[src/rtl/stream_pkg.sv]
// rtl/stream_pkg.sv - shared constants and state encoding for the two-input stream arbiter
package stream_pkg;

  localparam int WIDTH_DEF = 8;

  typedef enum logic [1:0] {
    ST_IDLE  = 2'd0,
    ST_LOCK0 = 2'd1,
    ST_LOCK1 = 2'd2
  } arb_state_t;

endpackage

[src/rtl/rr_grant2.sv]
// rtl/rr_grant2.sv - two-way round-robin grant with packet lock and idle hold
module rr_grant2 (
  input  logic [1:0] valid,
  input  logic       last_served,
  input  logic       lock,
  input  logic       lock_id,
  input  logic       prev_grant,
  output logic       grant
);

  // Locked: stay on the owner. Unlocked: sole requester wins, ties go to the
  // channel not served last, and with no requester the grant does not move.
  always_comb begin
    grant = prev_grant;
    if (lock) begin
      grant = lock_id;
    end else begin
      case (valid)
        2'b01:   grant = 1'b0;
        2'b10:   grant = 1'b1;
        2'b11:   grant = ~last_served;
        default: grant = prev_grant;
      endcase
    end
  end

endmodule

[src/rtl/stream_arb2.sv]
// rtl/stream_arb2.sv - packet-atomic round-robin merge of two valid/ready streams
module stream_arb2
  import stream_pkg::*;
#(
  parameter int WIDTH = WIDTH_DEF
) (
  input  logic             clk,
  input  logic             rst_n,
  input  logic             in0_valid,
  input  logic [WIDTH-1:0] in0_data,
  input  logic             in0_last,
  output logic             in0_ready,
  input  logic             in1_valid,
  input  logic [WIDTH-1:0] in1_data,
  input  logic             in1_last,
  output logic             in1_ready,
  output logic             out_valid,
  output logic [WIDTH-1:0] out_data,
  output logic             out_last,
  input  logic             out_ready,
  output logic             sel,
  output logic             busy
);

  arb_state_t       state_q;
  arb_state_t       state_d;
  logic             grant;
  logic             grant_q;
  logic             last_served_q;
  logic             space;
  logic             accept;
  logic             lock;
  logic             lock_id;
  logic [WIDTH-1:0] mux_data;
  logic             mux_last;
  logic             mux_valid;

  assign lock    = (state_q != ST_IDLE);
  assign lock_id = (state_q == ST_LOCK1);

  rr_grant2 u_grant (
    .valid       ({in1_valid, in0_valid}),
    .last_served (last_served_q),
    .lock        (lock),
    .lock_id     (lock_id),
    .prev_grant  (grant_q),
    .grant       (grant)
  );

  // 2:1 select of the granted channel's beat.
  assign mux_data  = grant ? in1_data  : in0_data;
  assign mux_last  = grant ? in1_last  : in0_last;
  assign mux_valid = grant ? in1_valid : in0_valid;

  // The output register can take a beat when empty or draining this cycle.
  assign space  = !out_valid || out_ready;
  assign accept = mux_valid && space;

  // All registers: state, output beat, grant memory and round-robin pointer.
  always_ff @(posedge clk) begin
    if (!rst_n) begin
      state_q       <= ST_IDLE;
      out_valid     <= 1'b0;
      out_data      <= '0;
      out_last      <= 1'b0;
      grant_q       <= 1'b0;
      last_served_q <= 1'b1;
    end else begin
      state_q <= state_d;
      grant_q <= grant;
      if (accept) begin
        out_valid <= 1'b1;
        out_data  <= mux_data;
        out_last  <= mux_last;
        if (mux_last) begin
          last_served_q <= grant;
        end
      end else if (out_ready) begin
        out_valid <= 1'b0;
      end
    end
  end

  // Lock on the first non-final beat of a packet, release on its final beat.
  always_comb begin
    state_d = state_q;
    if (accept) begin
      if (mux_last) begin
        state_d = ST_IDLE;
      end else begin
        state_d = grant ? ST_LOCK1 : ST_LOCK0;
      end
    end
  end

  // Handshake and status outputs; only the granted channel ever sees ready.
  always_comb begin
    in0_ready = (grant == 1'b0) && space;
    in1_ready = (grant == 1'b1) && space;
    sel       = grant;
    busy      = lock;
  end

endmodule

[config.mk]
export PLATFORM = sky130hd
export DESIGN_NAME = stream_arb2
export DESIGN_NICKNAME = d
export VERILOG_FILES = /design/src/rtl/stream_pkg.sv /design/src/rtl/rr_grant2.sv /design/src/rtl/stream_arb2.sv
export SDC_FILE = /design/constraint.sdc
export NUM_CORES = 1
export LEC_CHECK = 0
export ABC_AREA = 1
export CORE_ASPECT_RATIO = 1.25
export CORE_MARGIN = 2
export CORE_UTILIZATION = 41
export DETAILED_ROUTE_END_ITERATION = 12
export GPL_ROUTABILITY_DRIVEN = 0
export PLACE_DENSITY = 0.83
export RECOVER_POWER = 25
export SYNTH_ARGS = -nofsm -noshare
export SYNTH_HDL_FRONTEND = slang
export SYNTH_SLANG_ARGS = --single-unit
[constraint.sdc]
create_clock -name clk -period 2.15 [get_ports clk]
set_clock_uncertainty 0.1 [all_clocks]
set_input_delay 0.215 -clock clk [delete_from_list [all_inputs] [get_ports clk]]
set_output_delay 0.215 -clock clk [all_outputs]
set_load 0.005 [all_outputs]
Word level (Yosys, flattened, before mapping)

Index checks and enable logic that the tools add are counted.

Mux-type cells: 9
Bitwise operators: 2
Reduce and logical (&&, ||, !) cells: 8
Eq/ne operators: 4

Operators by type and width:

| cell                                                | count |
|---|---|
| two-way mux 8 bit                                   | 1 |
| equality test 2 bit, second input constant          | 3 |
| two-way mux 1 bit                                   | 5 |
| two-way mux 2 bit                                   | 2 |
| nonzero test 2 bit                                  | 2 |
| logical AND 1 bit                                   | 3 |
| one-hot mux 1 bit (3 select lines)                  | 1 |
| equality test 2 x 1 -> 1 bit, second input constant | 1 |
| NOT 1 bit                                           | 2 |
| AND reduction 2 bit                                 | 1 |
| logical NOT 1 bit                                   | 1 |
| logical OR 1 bit                                    | 1 |

Word-level logic and storage cells: 29
Output and inout port bits: 14
Register bits after elaboration: 14
Input bits: 23

Longest topological paths before layout

Gate-level depths: netlist of the first run.

Depth in word-level cells: 6
Depth in mapped cells: 10
Gate-level depth less buffers: 9

Cells and area by module

Synthesis of the first run repeated with hierarchy kept, for this count alone.

Cell total of the unflattened synthesis: 111
Area, all modules: 757.0 um2

By module, submodules not included:

| module      | sequential area each (um2) | instances | area each (um2) | cells an instance |
|---|---|---|---|---|
| stream_arb2 | 280.3                      | 1         | 726.9           | 103 |
| rr_grant2   | 0.0                        | 1         | 30.0            | 8 |

Worst setup path before layout of the first run

OpenSTA, ideal clock, no wires.

Path type: reg-to-reg
Start: reg out_valid
End: reg out_data[0]
Arrival: 1.102 ns
Path slack: 0.834 ns
Setup time: 0.114 ns
Data required time: 1.936 ns
Clock period less this slack: 1.316 ns
Path buffers: 1
Stages on the path, launching flop included: 8
Path through: dfxtp_1 inv_1 or2_1 nand4_1 nand2_4 buf_6 o21bai_1 nor2_1

Word-level cells in the longest chain between the ends: 3

Ends and longest elaborated chain:

| what                   | RTL line          | text |
|---|---|---|
| start, declared        | stream_arb2.sv:17 | `output logic out_valid,` |
| start signal, assigned | stream_arb2.sv:63 | `out_valid <= 1'b0;` |
| start signal, assigned | stream_arb2.sv:72 | `out_valid <= 1'b1;` |
| start signal, assigned | stream_arb2.sv:79 | `out_valid <= 1'b0;` |
| logical NOT 1 bit      | stream_arb2.sv:56 | `assign space = !out_valid \|\| out_ready;` |
| logical OR 1 bit       | stream_arb2.sv:56 |  |
| logical AND 1 bit      | stream_arb2.sv:57 | `assign accept = mux_valid && space;` |
| end signal, assigned   | stream_arb2.sv:73 | `out_data <= mux_data;` |
| end, declared          | stream_arb2.sv:18 | `output logic [WIDTH-1:0] out_data,` |

No other way between the ends.
A chain may end at the register's enable or synchronous reset.

Worst setup path after layout of the first run

Start: in in0_valid
End: out in0_ready

Word-level cells in the longest chain between the ends: 5
Elaborated cells between the ends (all ways): 7
Those cells by class: eq/ne (3); mux (2); bitwise (1); reduce/logical (1)

Ends and longest elaborated chain:

| what                                                                       | RTL line          | text |
|---|---|---|
| start, declared                                                            | stream_arb2.sv:9  | `input logic in0_valid,` |
| equality test 2 bit / equality test 2 x 1 -> 1 bit (equally long branches) | rr_grant2.sv:18   | `case (valid)` |
| one-hot mux 1 bit (3 select lines) (*)                                     | rr_grant2.sv:18   |  |
| two-way mux 1 bit (*)                                                      | rr_grant2.sv:15   | `if (lock) begin` |
| NOT 1 bit (*)                                                              | stream_arb2.sv:98 | `in0_ready = (grant == 1'b0) && space;` |
| logical AND 1 bit (*)                                                      | stream_arb2.sv:98 |  |
| end, declared                                                              | stream_arb2.sv:12 | `output logic in0_ready,` |

Mark *: on every way between the ends. The rest lies on a longest branch, timed or not.

==> results of run 1 <==
## area by class of cell
type	count	share of cell area
Timing Repair Buffer	42	0.353
Multi-Input combinational cell	78	0.327
Sequential cell	14	0.243
Clock buffer	4	0.0314
Inverter	8	0.0260
Tap cell	18	0.0195
## sequential cells by signal (all words and copies together) (netlist names)
signal / count
out_last: 1
last_served_q: 1
grant_q: 1
state_q: 2
out_valid: 1
out_data: 8
## worst max-delay path: stages
cell	delay [ps]
clkdlybuf4s50_1	510
o21bai_1	140
nand2_2	110
nand2_4	110
inv_1	80
nor2_1	110
clkdlybuf4s50_1	510
## logic make-up after synthesis
kind of cell / Yosys count / synth area share
AND/OR/NAND/NOR: 64 / 0.387
AO/OA/AOI/OAI: 14 / 0.137
buffers and inverters: 12 / 0.0841
flip-flops: 14 / 0.392
## what timing repair did
item	in CTS	in global routing
setup buffers	0	3
resized for setup	0	2
endpoints found under the setup margin	0	1
## metal layers
layer,GRT usage,up-vias,routed length [um]
met4,0.0806,0,19
met5,0,-,0
met2,0.352,32,1000
met1,0.208,349,686
met3,0.0442,4,144
li1,-,406,-
## synthesized netlist by cell type (all sizes together)
library cell	count	area [sq um]
nand2	31	134
dfxtp	14	280
nor2	25	93.8
nand4	1	6.26
o21bai	11	82.6
or2	2	12.5
o21ai	1	5.00
nand3	5	30.0
clkbuf	1	3.75
inv	8	30.0
a21oi	2	10.0
buf	3	26.3
## power by group through the flow
stage / clock, mW / combinational, mW / sequential [mW]
detailed placement: 0 / 0.547 / 0.367
global placement: 0 / 0.536 / 0.365
global route: 0.201 / 0.630 / 0.370
CTS: 0.193 / 0.551 / 0.362
floorplan: 0 / 0.295 / 0.368
finish: 0.190 / 0.567 / 0.363
## worst paths after layout
kind	startpoint	endpoint	slack [ps]	cells after the start
worst max-delay path	in0_valid	in0_ready	60	7
worst min-delay path	last_served_q	last_served_q	360	2
worst max register to register	last_served_q	out_data[1]	580	10
worst min register to register	last_served_q	last_served_q	360	2
## metrics by stage
| stage | setup TNS, ps | total power [mW] | instances |
|---|---|---|---|
| after floorplan | 0 | 0.663 | 104 |
| after global placement | 0 | 0.901 | 157 |
| after detailed placement | 0 | 0.913 | 157 |
| after CTS | 0 | 1.11 | 161 |
| after global routing | -7.85 | 1.20 | 164 |
| final | 0 | 1.12 | 164 |
==> results.py, run 1 <==
metrics = {
    "placement": {
        "dp_slack_ps": 37.4,
        "placed_area_sq_um": 1090,
        "portBuffers": 36,
        "hpwl_mm": 1.37,
    },
    "clock_tree": {
        "htreeDepth": 1,
        "clock_latency_ps": 280,
        "cts_tree": "built",
        "numCtsBuffers": 3,
        "cts.sinks": 14,
        "cts_hold_buf": 0,
        "clockBufferDepth": 2,
        "clk_pin_slew_worst_paths_ps": 80,
        "root_buffer": "clkbuf_4",
    },
    "global_routing": {
        "grt_pass1_wl_mm": 2.88,
        "antenna_found_initial": 0,
        "grt_max_degree": 15,
        "grt_pass1_vias": 726,
        "grt_use_total": 0.198,
        "overflow": 0,
    },
    "pwr": {
        "p_clk_frac": 0.169,
        "ir_drop_mv": 0.550,
        "power.density_nw_per_um2": 970,
        "seqPwrFrac": 0.324,
        "p_comb_frac": 0.507,
        "leakagePower_nw": 0.594,
        "p_switching_mw": 0.390,
        "intPower_mw": 0.729,
        "switching_share": 0.349,
    },
    "floorplanning": {
        "die_h_um": 50.7,
        "die_w_um": 41.3,
        "io_pins": 37,
        "dieArea_sq_um": 2090,
        "core_area_sq_um": 1600,
        "initial_core_util": 0.446,
        "rows": 16,
    },
    "routing": {
        "firstDrtPassIters": 4,
        "routed_wl_mm": 1.85,
        "avgRoutedWirePerCell_um": 11.3,
        "vias": 791,
        "ant_nets": 0,
        "drc": 0,
        "first_iter_violations": 10,
        "vias_per_cell": 4.82,
    },
    "flow_run": {
        "drv_cap": 0,
    },
    "timing": {
        "setup_viol": 0,
        "hold_viol": 0,
        "fmax_mhz": 477,
        "max_slew_margin": 0.786,
        "min_period_over_period": 0.974,
        "period_needed_ps": 2090,
        "maxSlewViolCount": 0,
        "tightest_slew_ps": 321,
        "hold_ws_ps": 362,
        "fin_ws_ps": 55.4,
    },
    "yosys": {
        "synth_cells": 104,
        "synth_area_sq_um": 714,
        "syn_avg_cell_area_sq_um": 6.87,
        "syn_nets": 127,
        "ys_seq_elements": 14,
        "synth_warnings": 0,
        "ys_types": 18,
        "ys_seq_area_frac": 0.392,
    },
    "critical_path": {
        "cp.arrival_ps": 1780,
        "start_kind": "input pin",
        "critPathMaxFanout": 7,
        "cp-end-kind": "primary output",
        "required_ps": 1840,
        "path_class": "input pin to primary output",
    },
    "finish": {
        "fillers": 144,
        "final_nets": 170,
        "register_area_sq_um": 280,
        "final_common_cell": "clkdlybuf4s50_1",
        "post-route-util": 0.721,
        "syn_to_final_growth_pct": 61.6,
        "antenna_cells": 0,
        "layout_common_cells": "clkdlybuf4s50_1, nand2_1, nor2_1",
        "multiInputGateArea_sq_um": 378,
        "drive_above_1_share": 0.116,
        "final_area_sq_um": 1150,
    },
    "run_status": {
        "outcome": "finished, final reports clean",
    },
    "min_path": {
        "hold_path.class": "flop to flop",
    },
}
Note: power is estimated with default switching activity, not from simulation.
==> run 2, diff against run 1 <==
- CORE_ASPECT_RATIO: 1.25 -> default
==> run 2 against run 1 <==
Net effect: register-to-register slack worse by 100 ps; clock power about the same; total power shrank 4.3%; routed wire length shrank 1.5%; global-route usage down 0.52 points; sequential power about the same; combinational power is 8.6% lower; worst setup slack improved by 52 ps; core utilization is 6.2 points lower; worst hold slack better by 8.2 ps; final area decreased by 3.6%; non-clock buffer count decreased by 4.
==> results.py, run 2 (synthesis results as in run 1) <==
metrics = {
    "clock_tree": {
        "clock_latency_ps": 280,
        "htreeDepth": 1,
        "cts_setup_buffers": 0,
        "clk_pin_slew_worst_paths_ps": 90,
        "ctsResizeCount": 0,
        "cts.sinks": 14,
        "root_buffer": "clkbuf_4",
        "cts_tree": "built",
        "numCtsBuffers": 3,
        "cts_hold_buf": 0,
        "clockBufferDepth": 2,
    },
    "placement": {
        "placed_area_sq_um": 1080,
        "portBuffers": 36,
        "hpwl_mm": 1.41,
    },
    "timing": {
        "rsz0062_at_grt": "false",
        "maxSlewViolCount": 0,
        "max_slew_margin": 0.725,
        "fmax_mhz": 490,
        "setup_viol": 0,
        "min_period_over_period": 0.950,
        "hold_viol": 0,
        "tns_ps": 0,
        "period_needed_ps": 2040,
        "hold_ws_ps": 371,
        "tightest_slew_ps": 412,
    },
    "finish": {
        "drive_above_1_share": 0.0775,
        "syn_to_final_growth_pct": 55.9,
        "reg_top3": "out_data: 8 flops, state_q: 2 flops",
        "final_nets": 166,
        "largest_reg_flops": 8,
        "antenna_cells": 0,
        "regMostFlops": "out_data",
        "multiInputGateArea_sq_um": 374,
        "post-route-util": 0.659,
        "register_area_sq_um": 280,
        "final_area_sq_um": 1110,
        "fillers": 174,
        "final_common_cell": "clkdlybuf4s50_1",
        "layout_common_cells": "clkdlybuf4s50_1, nand2_1, nor2_1",
    },
    "pwr": {
        "power.density_nw_per_um2": 963,
        "ir_drop_mv": 0.517,
        "leakagePower_nw": 0.561,
    },
    "critical_path": {
        "timing.rr.start": "last_served_q",
        "start_kind": "input pin",
        "slowest_stage": "clkdlybuf4s50_1",
        "rr_worst_depth": 10,
        "required_ps": 1840,
        "r2r_end": "last_served_q",
        "critical_path.most_common_cell": "clkdlybuf4s50_1",
        "cp-end-kind": "primary output",
        "path_cells": "clkdlybuf4s50_1 > o21bai_1 > nand2_2 > nand2_4 > inv_1 > nor2_1 > clkdlybuf4s50_1",
        "cp.arrival_ps": 1730,
        "path_class": "input pin to primary output",
        "ff2ff_setup_slack_ps": 480,
        "slowest_delay_ps": 510,
        "critPathMaxFanout": 6,
    },
    "routing": {
        "ant_nets": 0,
        "vias": 783,
        "avgRoutedWirePerCell_um": 11.5,
        "drc": 0,
        "first_iter_violations": 8,
        "firstDrtPassIters": 4,
        "routed_wl_mm": 1.83,
        "vias_per_cell": 4.92,
    },
    "min_path": {
        "hold_end": "last_served_q",
        "hold_depth": 2,
        "hold_path.class": "flop to flop",
        "min_from": "last_served_q",
    },
    "floorplanning": {
        "rows": 15,
        "die_h_um": 45.7,
        "io_pins": 37,
        "initial_core_util": 0.423,
        "core_area_sq_um": 1690,
        "dieArea_sq_um": 2090,
        "die_w_um": 45.7,
    },
    "global_routing": {
        "grt_pass1_vias": 745,
        "overflow": 0,
        "grt_max_degree": 15,
        "antenna_found_initial": 0,
        "grt_use_total": 0.193,
        "grt_pass1_wl_mm": 2.84,
    },
    "flow_run": {
        "drv_cap": 0,
    },
    "run_status": {
        "outcome": "finished, final reports clean",
    },
}
run 2: changes by cell type in the layout (fill, tap and decap cells not counted):
cell	delta
clkbuf_1	+1
buf_4	-5
clkdlybuf4s50_1	+1
a21oi_1	+1
a21oi_2	-1
dlymetal6s2s_1	-1
run 2: metrics by stage:
step,instances,total power [mW],setup WS (ps)
after global routing,159,1.15,13.9
after detailed placement,155,0.908,110
final,159,1.07,108
after floorplan,104,0.663,834
after global placement,155,0.889,176
after CTS,159,1.10,96.9
run 2: where the power goes:
group	internal [mW]	switching (mW)
sequential	0.327	0.0348
clock	0.103	0.0888
combinational	0.259	0.260
total	0.689	0.383
run 2: critical path: cells and delay by family:
kind / cells / cell delay (ps)
AOI/OAI and AO/OA: 1 / 140
buffers and inverters: 3 / 1080
and+or+nand+nor: 3 / 300
run 2: area by class of cell:
| cell class | count | share of cell area |
|---|---|---|
| clock buffers | 4 | 0.0326 |
| flip-flops and latches | 14 | 0.252 |
| well taps | 17 | 0.0191 |
| inverters | 8 | 0.0270 |
| repair buffers | 38 | 0.334 |
| multi-input cells | 78 | 0.336 |
run 2: per-layer routing:
layer | vias up | track usage | share of wire
li1 | 402 | - | -
met1 | 345 | 0.210 | 0.43
met2 | 29 | 0.346 | 0.49
met3 | 7 | 0.0278 | 0.053
met4 | 0 | 0.120 | 0.025
met5 | - | 0 | 0
run 2: how the worst max path moves through the flow:
| stage | from | to | slack [ps] | depth (start not counted) |
|---|---|---|---|---|
| after floorplan | out_valid | out_data[0] | 830 | 7 |
| after global placement | in1_valid | in0_ready | 180 | 7 |
| after detailed placement | in0_valid | in0_ready | 110 | 7 |
| after CTS | in0_valid | in0_ready | 100 | 7 |
| after global routing | in1_valid | in0_ready | 10 | 7 |
| final | in0_valid | in0_ready | 110 | 7 |
